--- config.mk ---
export PLATFORM = sky130hd
export DESIGN_NAME = adder_arbiter
export DESIGN_NICKNAME = d
export VERILOG_FILES = /design/src/rtl/adder_arbiter.sv
export SDC_FILE = /design/constraint.sdc
export NUM_CORES = 1
export LEC_CHECK = 0
export ABC_CLOCK_PERIOD_IN_PS = 1000
export CORE_ASPECT_RATIO = 1.1
export CORE_MARGIN = 5
export CORE_UTILIZATION = 31
export CTS_CLUSTER_SIZE = 12
export DETAILED_ROUTE_END_ITERATION = 16
export PLACE_DENSITY = 0.79
export SYNTH_ARGS = -nofsm -noshare
export SYNTH_HDL_FRONTEND = slang
export SYNTH_SLANG_ARGS = --single-unit
--- constraint.sdc ---
create_clock -name clk -period 1 [get_ports clk]
set_input_delay 0.2 -clock clk [delete_from_list [all_inputs] [get_ports clk]]
set_output_delay 0.2 -clock clk [all_outputs]
set_load 0.01 [all_outputs]
--- src/rtl/adder_arbiter.sv ---
// Round-robin sequencer that shares one registered adder between NREQ requesters.
// One operation in flight: grant, wait out the adder latency, hold the result until accepted.
module adder_arbiter #(
  parameter  int unsigned N         = 3,
  parameter  int unsigned NREQ      = 2,
  parameter  int unsigned ADDER_LAT = 1,
  localparam int unsigned ID_W      = (NREQ > 1) ? $clog2(NREQ) : 1
) (
  input  logic                clk,
  input  logic                rst,
  input  logic [NREQ-1:0]     req_valid,
  input  logic [NREQ*N-1:0]   req_a,
  input  logic [NREQ*N-1:0]   req_b,
  output logic [NREQ-1:0]     req_ready,
  output logic                resp_valid,
  output logic [ID_W-1:0]     resp_id,
  output logic [N:0]          resp_sum,
  input  logic                resp_ready,
  output logic [N-1:0]        add_a,
  output logic [N-1:0]        add_b,
  input  logic [N:0]          add_sum,
  output logic                busy
);

  localparam int unsigned LAT_W = (ADDER_LAT > 1) ? $clog2(ADDER_LAT + 1) : 1;

  typedef enum logic [1:0] {
    IDLE = 2'd0,
    BUSY = 2'd1,
    DONE = 2'd2
  } state_t;

  state_t            state, state_d;
  logic [ID_W-1:0]   rr_ptr, rr_ptr_d;
  logic [LAT_W-1:0]  lat_cnt, lat_cnt_d;
  logic [N-1:0]      add_a_d, add_b_d;
  logic [ID_W-1:0]   resp_id_d;

  logic [NREQ-1:0]   grant;
  logic [ID_W-1:0]   win;
  logic              found;
  logic [N-1:0]      opnd_a [NREQ];
  logic [N-1:0]      opnd_b [NREQ];

  for (genvar i = 0; i < int'(NREQ); i++) begin : g_unpack
    assign opnd_a[i] = req_a[i*N +: N];
    assign opnd_b[i] = req_b[i*N +: N];
  end

  // First pending requester at or after rr_ptr, wrapping modulo NREQ.
  always_comb begin
    int idx;
    logic [ID_W-1:0] sel;
    grant = '0;
    win   = '0;
    found = 1'b0;
    idx   = 0;
    sel   = '0;
    for (int k = 0; k < int'(NREQ); k++) begin
      idx = int'(rr_ptr) + k;
      if (idx >= int'(NREQ)) begin
        idx = idx - int'(NREQ);
      end
      sel = ID_W'(idx);
      if (!found && req_valid[sel]) begin
        found      = 1'b1;
        win        = sel;
        grant[sel] = 1'b1;
      end
    end
  end

  always_ff @(posedge clk) begin
    if (rst) begin
      state   <= IDLE;
      rr_ptr  <= '0;
      lat_cnt <= '0;
      add_a   <= '0;
      add_b   <= '0;
      resp_id <= '0;
    end else begin
      state   <= state_d;
      rr_ptr  <= rr_ptr_d;
      lat_cnt <= lat_cnt_d;
      add_a   <= add_a_d;
      add_b   <= add_b_d;
      resp_id <= resp_id_d;
    end
  end

  always_comb begin
    state_d    = state;
    rr_ptr_d   = rr_ptr;
    lat_cnt_d  = lat_cnt;
    add_a_d    = add_a;
    add_b_d    = add_b;
    resp_id_d  = resp_id;
    req_ready  = '0;
    resp_valid = 1'b0;
    busy       = 1'b1;
    unique case (state)
      IDLE: begin
        busy      = 1'b0;
        req_ready = grant;
        if (found) begin
          add_a_d   = opnd_a[win];
          add_b_d   = opnd_b[win];
          resp_id_d = win;
          rr_ptr_d  = (win == ID_W'(NREQ - 1)) ? '0 : win + ID_W'(1);
          lat_cnt_d = '0;
          state_d   = BUSY;
        end
      end
      BUSY: begin
        lat_cnt_d = lat_cnt + LAT_W'(1);
        if (lat_cnt == LAT_W'(ADDER_LAT - 1)) begin
          state_d = DONE;
        end
      end
      DONE: begin
        resp_valid = 1'b1;
        if (resp_ready) begin
          state_d = IDLE;
        end
      end
      default: begin
        state_d = IDLE;
      end
    endcase
  end

  // The adder operands are frozen outside IDLE, so the sum can pass straight through.
  assign resp_sum = add_sum;

endmodule

-- After elaboration in Yosys (flattened, before gate mapping)
Cells that the tools add are included.
- $add $sub $neg: 5
- order comparisons: 7
- eq/ne operators: 5
- muxes and demuxes: 32
- bitwise operators: 2
- reduce and logical (&&, ||, !) cells: 9
- operator list (kind ; number):
    3-bit two-way mux ; 6
    1-bit two-way mux ; 16
    2-bit two-way mux ; 6
    2-bit != test (second input constant) ; 3
    2-bit one-hot mux with 3 select lines ; 1
    2-bit >= comparator (second input constant) ; 2
    1-bit by 2-bit < comparator with 1-bit output (second input constant) ; 2
    2-bit AND reduction ; 2
    1-bit logical AND ; 3
    3-bit AND reduction ; 1
    1-bit adder (second input constant) ; 2
    1-bit by 1-bit adder with 2-bit output (second input constant) ; 1
    1-bit demux with 1-bit select ; 2
    2-bit by 1-bit == test with 1-bit output (second input constant) ; 1
    2-bit == test (second input constant) ; 1
    1-bit >= comparator (second input constant) ; 2
    1-bit by 2-bit >= comparator with 1-bit output (second input constant) ; 1
    2-bit logical NOT ; 1
    1-bit NOT with 2-bit output ; 1
    2-bit OR ; 1
    1-bit one-hot mux with 2 select lines ; 1
    2-bit nonzero test ; 1
    1-bit subtractor (second input constant) ; 2
    1-bit logical NOT ; 1
- register bits: 11
- input port bits: 21
- output and inout port bits: 15

-- Depth between registers and ports, before layout
- depth in word-level cells: 12
- gate-level depth with buffers: 4
- gate-level depth less buffers: 4

-- Worst setup path before layout
No wires, ideal clock.
- path type: reg2reg
- start: register state[1]
- end: register add_a[0]
- arrival time: 886 ps
- required time: 867 ps
- slack: -19 ps
- cell stages (with the launch flop): 5
- period minus slack after synthesis: 1019 ps
- cell sequence: dfxtp_1 nor2_2 inv_1 nor2_2 a311oi_1
- cells in the longest elaborated chain, start to end: 2
- RTL lines (what ; RTL line ; source):
    start: declaration ; 33 ; state_t state, state_d;
    start signal: assignment ; 82 ; state <= state_d;
    2-bit logical NOT ; 101 ; unique case (state)
    2-bit AND reduction (no source line) ; - ;
    end signal: assignment ; 78 ; add_a <= '0;
    end signal: assignment ; 85 ; add_a <= add_a_d;
    end: declaration ; 19 ; output logic [N-1:0] add_a,
Every way passes these cells.
A chain may end at the register's enable or synchronous reset.

-- Worst setup path in the final report
- start: register state[1]
- end: output port req_ready[0]
- cells in the longest elaborated chain, start to end: 2
- RTL lines (what ; RTL line ; source):
    2-bit logical NOT ; 101 ;
    2-bit two-way mux ; 101 ;
    end: declaration ; 14 ; output logic [NREQ-1:0] req_ready,
Every way passes these cells.

==> results.py <==
metrics = {
    "setup_path": {
        "start_kind": "flop",
        "critPathMaxFanout": 4,
        "worstPathRequired_ns": 0.80,
        "crit_type": "reg -> out",
        "critPathArrivalTime_ns": 1.12,
        "crit_path_max_incr_delay_ns": 0.36,
        "crit_chain": "nor2_4 > and3_4 > buf_6",
        "end_kind": "output pin",
        "slowest_stage": "dfxtp_4",
    },
    "cts": {
        "cts.sinks": 11,
        "numCtsBuffers": 3,
        "clock_latency_ns": 0.27,
        "path_clk_slew_ns": 0.08,
        "cts_tree": "yes",
        "cts.path.max_buffers": 2,
        "root_buffer": "clkbuf_4",
        "htreeDepth": 1,
    },
    "layout": {
        "multiInputGateArea_um2": 341.6,
        "final_cell_mix": "14 x clkdlybuf4s50_1, 11 x buf_6, 11 x buf_4",
        "final_common_cell": "clkdlybuf4s50_1",
        "num-fill-cells": 163,
        "drive_above_1_share_pct": 49.09,
        "regArea_um2": 229.0,
        "final_core_util_pct": 58.22,
        "nets": 132,
        "areaGrowthSynthToFinish_pct": 80.22,
        "fin_cells": 128,
        "diodes": 0,
    },
    "drt": {
        "firstDrtPassIters": 4,
        "routed_wl_um": 1995,
        "vias": 659,
        "via_per_inst": 5.148,
        "wl_per_cell_um": 15.59,
        "drt_iter0_markers": 8,
        "antenna_left": 0,
        "drc_errors": 0,
    },
    "run_status": {
        "violations": "negative setup slack",
        "status": "finished, violations left",
    },
    "synth": {
        "syn_inst": 68,
        "syn-num-nets": 89,
        "syn_area_um2": 575.6,
        "synth-seq-cells": 11,
        "synth_seq_area_share_pct": 38.26,
        "ys_warn_count": 0,
        "avgSynthCellArea_um2": 8.464,
        "yosysUniqueCellTypes": 25,
    },
    "grt": {
        "overflow": 0,
        "grt_start_max_net_pins": 12,
        "grt_pass1_wl_um": 3118,
        "grt_pass1_vias": 660,
        "grt.total_usage_pct": 15.21,
        "antenna_found_initial": 0,
    },
    "sta": {
        "setup_viol": 14,
        "max_freq_mhz": 759.7,
        "rsz0062_at_grt": "yes",
        "tightest_slew_ns": 0.2174,
        "slew_viol_final": 0,
        "finalHoldViolations": 0,
        "slew_headroom_pct": 85.41,
        "fin_crit_ns": 1.316,
        "skew_ns": 0.005479,
        "period_share_pct": 131.6,
        "fin_ws_ns": -0.3163,
    },
    "place": {
        "dp_cells": 121,
        "post-dp-hpwl_um": 1299,
        "gp_congestion": 0.8041,
        "io_buffers": 27,
    },
    "floorplan": {
        "core_area_um2": 1782,
        "initial_utilization_pct": 32.30,
        "die_area_um2": 2819,
        "fp.dieH_um": 55.19,
        "io_pins": 36,
        "die_w_um": 51.09,
        "rows": 16,
    },
    "power_and_ir_drop": {
        "p_leak_nw": 0.4405,
        "peakVddDrop_mv": 0.6042,
        "p_per_area_nw_per_um2": 1409,
        "p_total_mw": 1.461,
    },
    "flow_run": {
        "maxCapViolCount": 0,
    },
    "min_path": {
        "min_path_type": "in -> reg",
    },
}
==> report_power, final <==
group	internal (mW)	switching [mW]	total [mW]
clock	0.154	0.159	0.313
sequential	0.497	0.0351	0.532
combinational	0.347	0.269	0.616
total	0.998	0.463	1.46
==> registers in the layout, summed over array words and instances (netlist names) <==
register,cells
add_a,3
add_b,3
state,2
lat_cnt,1
resp_id,1
rr_ptr,1
==> cell usage after synthesis <==
cell      instances  area (µm²)
nor2b_1           1       6.260
o211ai_1          1       7.510
or2_1             1       6.260
dfxtp_1          11       220.2
a31oi_1           1       6.260
nand2_1           1       3.750
clkbuf_1          1       3.750
a21oi_1           9       45.04
a311oi_1          6       52.55
and3_2            1       7.510
o21ai_0           7       35.03
nand2b_1          2       12.51
nor2_1            1       3.750
or2b_4            1       11.26
inv_1             3       11.26
mux2i_1           1       10.01
nor3_1            1       5.000
nor2_2            2       12.51
and2b_2           1       8.760
nand4_1           2       12.51
buf_4             5       37.54
nand3_1           6       30.03
or2_2             1       6.260
buf_2             1       5.000
buf_8             1       15.01
==> worst max-delay path, delay by kind of cell (launching register included) <==
family	cells	cell delay, ns
AND/OR/NAND/NOR	2	0.39
flip-flops	1	0.36
buffers and inverters	1	0.09
==> path summary, 6_finish.rpt <==
| check | slack [ns] | startpoint | to | cells past startpoint |
|---|---|---|---|---|
| setup reg to reg | -0.22 | state[1] | add_a[2] | 6 |
| hold / removal | 0.40 | req_valid[1] | resp_id | 3 |
| hold reg to reg | 0.46 | resp_id | resp_id | 2 |
| setup / recovery | -0.32 | state[1] | req_ready[0] | 3 |
==> layer usage <==
layer	vias to the layer above	global-route usage [%]	wire [µm]
met3	4	2.681	134
met5	-	0	0
met2	24	27.90	1008
met1	298	17.45	818
met4	0	6.726	34
li1	333	-	-
==> per-stage QoR <==
step	hold slack, ns	setup slack [ns]	cell area, µm²	setup TNS, ns
2_1_floorplan	0.2721	-0.00005929	575.6	-0.00005929
3_3_place_gp	0.4001	-0.7435	927.1	-7.039
3_5_place_dp	0.4001	-0.7558	927.1	-7.410
4_1_cts	0.3851	-0.2935	999.7	-1.972
5_1_grt	0.4000	-0.3557	1037	-3.604
6_report	0.3956	-0.3163	1037	-2.828
==> cell families after synthesis <==
| group | count (synthesis) | share of synthesized area, % |
|---|---|---|
| compound gates | 24 | 25.43 |
| mux | 1 | 1.739 |
| flops | 11 | 38.26 |
| simple gates | 21 | 21.96 |
| buf+inv | 11 | 12.61 |
==> layout make-up <==
type	count	area share (%)
sequential	11	22.07
clock buffer	4	2.533
multi-input combinational	46	32.93
tap	18	2.171
inverter	3	1.327
timing repair buffer	46	38.96
==> what timing repair did <==
action,in CTS,in global routing
gates resized for setup,80,6
buffers inserted,2,3
gates cloned,0,0
endpoints found under the setup margin,22,15
pin swaps,15,4
hold buffers,0,0
Note: power is estimated with default switching activity, not from simulation.
